## src/rtl/trace_order_recorder_if.sv

```systemverilog
// Handshake and data bundle between the trace front end / spell matcher
// and the trace order recorder.
interface trace_order_recorder_if #(
  parameter int CELLS = 25,
  parameter int IDX_W = 5,
  parameter int DEPTH = 25
) ();
  logic                         start;
  logic                         trace_done;
  logic [CELLS-1:0]             in_trace;
  logic [DEPTH*IDX_W-1:0]       order;
  logic [$clog2(DEPTH+1)-1:0]   count;
  logic                         order_valid;
  logic                         order_ready;
  logic                         overflow;

  modport master (
    output start, trace_done, in_trace, order_ready,
    input  order, count, order_valid, overflow
  );

  modport slave (
    input  start, trace_done, in_trace, order_ready,
    output order, count, order_valid, overflow
  );
endinterface

```

## src/rtl/trace_order_recorder.sv

```systemverilog
// Records the order in which grid cells are first lit (or re-entered when
// REVISIT=1) as a packed list of cell indices, one entry per cycle.
//
// state   | meaning
// --------+-------------------------------------------------------------
// IDLE    | waiting for start; last list (if any) kept, order_valid low
// CAPTURE | recording one cell per cycle into the next free slot
// HOLD    | list frozen, order_valid high until the consumer accepts it
module trace_order_recorder #(
  parameter int CELLS   = 25,
  parameter int IDX_W   = 5,
  parameter int DEPTH   = 25,
  parameter int REVISIT = 0
) (
  input logic                   clock_i,
  input logic                   resetn_i,
  trace_order_recorder_if.slave bus
);

  localparam int CNT_W = $clog2(DEPTH + 1);
  localparam logic [IDX_W-1:0] SENTINEL = '1;

  typedef enum logic [1:0] {IDLE, CAPTURE, HOLD} state_e;

  state_e                 state_q, state_d;
  logic [DEPTH*IDX_W-1:0] order_q, order_d;
  logic [CNT_W-1:0]       count_q, count_d;
  logic                   overflow_q, overflow_d;
  logic                   valid_q, valid_d;
  logic [CELLS-1:0]       seen_q, seen_d;
  logic [IDX_W-1:0]       last_q, last_d;

  logic [CELLS-1:0]       cand;
  logic                   hit;
  logic [IDX_W-1:0]       idx;
  logic                   recordable;
  logic                   clear;
  logic                   rec;

  // Pick the lowest candidate cell; the sentinel comparison keeps REVISIT
  // from recording the same cell twice in a row.
  always_comb begin
    cand = (REVISIT != 0) ? bus.in_trace : (bus.in_trace & ~seen_q);
    hit  = |cand;
    idx  = SENTINEL;
    for (int i = CELLS - 1; i >= 0; i--) begin
      if (cand[i]) idx = IDX_W'(i);
    end
    recordable = hit && ((REVISIT == 0) || (idx != last_q));
  end

  // Next-state, slot write and clear logic; start always wins over trace_done.
  always_comb begin
    state_d    = state_q;
    order_d    = order_q;
    count_d    = count_q;
    overflow_d = overflow_q;
    seen_d     = seen_q;
    last_d     = last_q;
    clear      = 1'b0;
    rec        = 1'b0;

    case (state_q)
      IDLE: begin
        if (bus.start) begin
          clear   = 1'b1;
          state_d = CAPTURE;
        end
      end
      CAPTURE: begin
        if (bus.start) begin
          clear = 1'b1;
        end else begin
          rec = recordable;
          if (bus.trace_done) state_d = HOLD;
        end
      end
      HOLD: begin
        if (bus.order_ready) begin
          if (bus.start) begin
            clear   = 1'b1;
            state_d = CAPTURE;
          end else begin
            state_d = IDLE;
          end
        end
      end
      default: state_d = IDLE;
    endcase

    if (rec) begin
      if (REVISIT == 0) seen_d[idx] = 1'b1;
      else              last_d      = idx;
      if (count_q == CNT_W'(DEPTH)) begin
        overflow_d = 1'b1;
      end else begin
        for (int k = 0; k < DEPTH; k++) begin
          if (count_q == CNT_W'(k)) order_d[k*IDX_W +: IDX_W] = idx;
        end
        count_d = count_q + CNT_W'(1);
      end
    end

    if (clear) begin
      order_d    = '1;
      count_d    = '0;
      overflow_d = 1'b0;
      seen_d     = '0;
      last_d     = SENTINEL;
    end

    valid_d = (state_d == HOLD);
  end

  // State and list registers with synchronous active-low reset.
  always_ff @(posedge clock_i) begin
    if (!resetn_i) begin
      state_q    <= IDLE;
      order_q    <= '1;
      count_q    <= '0;
      overflow_q <= 1'b0;
      valid_q    <= 1'b0;
      seen_q     <= '0;
      last_q     <= SENTINEL;
    end else begin
      state_q    <= state_d;
      order_q    <= order_d;
      count_q    <= count_d;
      overflow_q <= overflow_d;
      valid_q    <= valid_d;
      seen_q     <= seen_d;
      last_q     <= last_d;
    end
  end

  assign bus.order       = order_q;
  assign bus.count       = count_q;
  assign bus.overflow    = overflow_q;
  assign bus.order_valid = valid_q;

endmodule

```

## src/flat_wrapper.sv

```systemverilog
// flat-port wrapper written by rule: the top's interface ports become plain ports
module trace_order_recorder_flat 
#(
  parameter int CELLS   = 25,
  parameter int IDX_W   = 5,
  parameter int DEPTH   = 25,
  parameter int REVISIT = 0
)
  (clock_i, resetn_i, bus_start, bus_trace_done, bus_in_trace, bus_order_ready, bus_order, bus_count, bus_order_valid, bus_overflow);
  trace_order_recorder_if #(.CELLS(CELLS), .IDX_W(IDX_W), .DEPTH(DEPTH)) bus_i ();
  input logic clock_i;
  input logic resetn_i;
  input wire logic [$bits(bus_i.start)-1:0] bus_start;
  input wire logic [$bits(bus_i.trace_done)-1:0] bus_trace_done;
  input wire logic [$bits(bus_i.in_trace)-1:0] bus_in_trace;
  input wire logic [$bits(bus_i.order_ready)-1:0] bus_order_ready;
  output wire logic [$bits(bus_i.order)-1:0] bus_order;
  output wire logic [$bits(bus_i.count)-1:0] bus_count;
  output wire logic [$bits(bus_i.order_valid)-1:0] bus_order_valid;
  output wire logic [$bits(bus_i.overflow)-1:0] bus_overflow;
  assign bus_i.start = bus_start;
  assign bus_i.trace_done = bus_trace_done;
  assign bus_i.in_trace = bus_in_trace;
  assign bus_i.order_ready = bus_order_ready;
  assign bus_order = bus_i.order;
  assign bus_count = bus_i.count;
  assign bus_order_valid = bus_i.order_valid;
  assign bus_overflow = bus_i.overflow;
  trace_order_recorder #(.CELLS(CELLS), .IDX_W(IDX_W), .DEPTH(DEPTH), .REVISIT(REVISIT)) u_core (.clock_i(clock_i), .resetn_i(resetn_i), .bus(bus_i));
endmodule
```

## config.mk

```make
export PLATFORM = sky130hd
export DESIGN_NAME = trace_order_recorder_flat
export DESIGN_NICKNAME = d
export VERILOG_FILES = /design/src/rtl/trace_order_recorder_if.sv /design/src/rtl/trace_order_recorder.sv /design/src/flat_wrapper.sv
export SDC_FILE = /design/constraint.sdc
export NUM_CORES = 1
export LEC_CHECK = 0
export CORE_MARGIN = 2
export CORE_UTILIZATION = 53
export CTS_CLUSTER_SIZE = 25
export DETAILED_ROUTE_END_ITERATION = 8
export PLACE_DENSITY = 0.95
export SLEW_MARGIN = 10
export SYNTH_ARGS = -nofsm -noshare
export SYNTH_HDL_FRONTEND = slang
export SYNTH_SLANG_ARGS = --single-unit
export TNS_END_PERCENT = 50
```

## constraint.sdc

```tcl
create_clock -name clock_i -period 3.7 [get_ports clock_i]
set_input_delay 0.555 -clock clock_i [delete_from_list [all_inputs] [get_ports clock_i]]
set_output_delay 0.555 -clock clock_i [all_outputs]
set_load 0.02 [all_outputs]
```

==> run_results.csv <==
group,metric,value,unit
grt,grt_max_degree,67,
die,initial_utilization,54.7,%
clocking,cts-htree-levels,4,
logic_synthesis,ys_types,54,
worst_setup_path,setup.worst_path.start_class,"input port",
logic_synthesis,synth_area_leaders,"dfxtp_1 48%, o211ai_1 14%, nand2_1 8.3%, o211ai_4 6.4%, a32o_1 3.6%",
pwr,leakagePower,3.93,nW
drt,wl_per_cell,17.7,um
clocking,cts.path.max_buffers,2,
sta,tightest_slew,0.903,ns
clocking,cts_tree,"built",
worst_setup_path,crit_slowest_cell,"a2111oi_0",
worst_setup_path,crit_chain,"clkdlybuf4s50_1 > nor2b_1 > a2111oi_0 > nand4_1 > buf_12 > o2111ai_2 > nand2_1 > o211ai_1",
sta,fmax,356,MHz
logic_synthesis,ys.warnings.count,0,
drt,firstDrtPassIters,5,
clocking,cts-root-buf,"clkbuf_16",
die,dieArea,0.0134,sq mm
worst_setup_path,critPathKind,"input port to register",
layout,drive_gt1_share,10.3,%
logic_synthesis,synth_seq_cells,159,
clocking,clk_latency,0.43,ns
clocking,cts_setup_buffers,0,
logic_synthesis,synth_edf_count,0,
clocking,cts-resized-gates,0,
clocking,cts_buffers,17,
clocking,cts.clk_slew.worst_paths,0.07,ns
drt,drc,0,
sta,tns,0,ns
logic_synthesis,syn_nets,713,
place,finalWeightedCongestion,0.862,
sta,hold_violations,0,
logic_synthesis,yosys.area_share.xor_xnor,0.397,%
grt,grt_usage,27.1,%
layout,diodes,0,
drt,postRouteAntennaNets,0,
logic_synthesis,yosysSeqAreaShare,48.1,%
die,die_x,116,um
grt,grt_pass1_vias,5547,
die,io_pins,162,
sta,setup_viol,0,
sta,relSlewSlack,39.4,%
logic_synthesis,yosys-top-cells-count,"159 x dfxtp_1, 147 x nand2_1, 127 x o211ai_1, 34 x nor2_1, 24 x a32o_1",
logic_synthesis,synth_top_family_by_area,"compound AO/OA/AOI/OAI gates",
worst_setup_path,end_kind,"register",
worst_setup_path,cp_top_family,"compound AO/OA/AOI/OAI gates",
pwr,powerDensity,416,mW/mm^2
die,die_h,116,um
drt,dr.first_iter.drc_count,580,
place,post-dp-hpwl,11900,um
sta,skew,0.00914,ns
sta,fin_ws,0.887,ns
layout,syn_to_final_growth,35.2,%
die,rows,40,
logic_synthesis,synth_most_common_cell,"dfxtp_1",
drt,top_layer_used,"met4",
pwr,total_power,3.72,mW
layout,nets,860,
drt,wl_met3,1380,um
worst_setup_path,path_max_fanout,55,
logic_synthesis,synth_ff_type,"dfxtp_1",
drt,wl,17800,um
outcome,status,"complete, no violations",
logic_synthesis,synth-adder-area-share,0.945,%
logic_synthesis,syn_area,0.00662,sq mm
grt,grt_overflow,0,
worst_setup_path,cp.arrival,3.16,ns
logic_synthesis,synthSimpleGateAreaFrac,17.6,%
worst_setup_path,crit_buf_inv,2,
grt,grt_first_pass_wirelength,28100,um
clocking,ctsHoldBuffers,0,
sta,fin_crit_sh,76.0,%
logic_synthesis,avgSynthCellArea,9.76,sq um
worst_setup_path,required,4.04,ns
job,maxCapViolations,0,
drt,dr_wl_met2,8640,um
grt,grt_antenna_before_repair,0,
sta,rsz0062_at_grt,"no",
worst_setup_path,max_stage_delay,0.69,ns
layout,fillers,827,
layout,final_util,73.9,%
logic_synthesis,async_reset_ff_share,0,%
sta,finalCriticalPeriod,2.81,ns
logic_synthesis,syn_inst,678,
die,coreArea,0.0121,sq mm
drt,wl_met1,7290,um
drt,dr_total_vias,5923,
place,port_buffers,161,
drt,routed_via_density,5.89,
logic_synthesis,synth-compound-area-share,28.8,%
place,place_ws,0.516,ns
logic_synthesis,synth_top_area_share,48.1,%
logic_synthesis,muxShareOfSynthArea,0.151,%
pwr,ir_drop,0.245,mV
clocking,cts.sinks,159,
worst_hold_path,hold_path_class,"register to register",
sta,slew_violations,0,
logic_synthesis,yosysTopAreaCell,"dfxtp_1",
[report_power, final]
part           leakage, nW  switching, mW  internal, mW
combinational         2.35          0.133        0.0716
clock                0.295          0.728          1.07
sequential            1.29        0.00392          1.72
[state kept, by name (all words and copies together) (netlist names)]
| register | count |
|---|---|
| u_core.state_q | 2 |
| u_core.bus.overflow | 1 |
| u_core.bus.order_valid | 1 |
| u_core.bus.order | 125 |
| u_core.seen_q | 25 |
| u_core.bus.count | 5 |
[stage by stage]
stage          cell area (sq um)  instances  hold WS [ns]
4_1_cts                     8950       1006         0.462
3_3_place_gp                8340        974         0.439
2_1_floorplan               6620        678         0.433
3_5_place_dp                8340        974         0.447
6_report                    8950       1006         0.459
5_1_grt                     8950       1006         0.474
[routing by layer]
layer / vias up / global-route usage [%]
li1: 2800 / -
met1: 2814 / 33.6
met2: 264 / 44.4
met3: 45 / 7.85
met4: 0 / 11.0
met5: - / 0
[cell families after synthesis]
logic type,after synthesis
simple gates,254
compound gates,204
flops,159
buf+inv,52
fa+ha+maj,5
xor+xnor,3
mux,1
[cell usage in the layout, fill, tap and decap left out, drive strengths merged, types with 13 or more instances in the layout]
cell type      Yosys  final
clkdlybuf4s50      0    161
dfxtp            159    159
o211ai           149    149
nand2            147    147
nor2              35     35
a32o              24     24
nor2b             20     20
nand2b            19     19
clkbuf            21     17
buf               25     13
[cell type report]
class,instances,area (sq um),share of cell area (%)
multi-input combinational,467,3190,35.7
clock buffer,17,425,4.75
timing repair buffer,174,1730,19.4
clock inverter,15,185,2.07
sequential,159,3180,35.6
tap,168,210,2.35
inverter,6,22.5,0.252
[path summary, 6_finish.rpt]
| check | cells past startpoint | startpoint | slack, ns | to |
|---|---|---|---|---|
| hold reg to reg | 1 | u_core.seen_q[5] | 0.46 | u_core.seen_q[5] |
| setup reg to reg | 7 | u_core.seen_q[8] | 1.21 | u_core.bus.order[64] |
| hold / removal | 1 | u_core.seen_q[5] | 0.46 | u_core.seen_q[5] |
| setup / recovery | 8 | bus_in_trace[8] | 0.89 | u_core.bus.order[64] |
(Power assumes the default switching activity.)
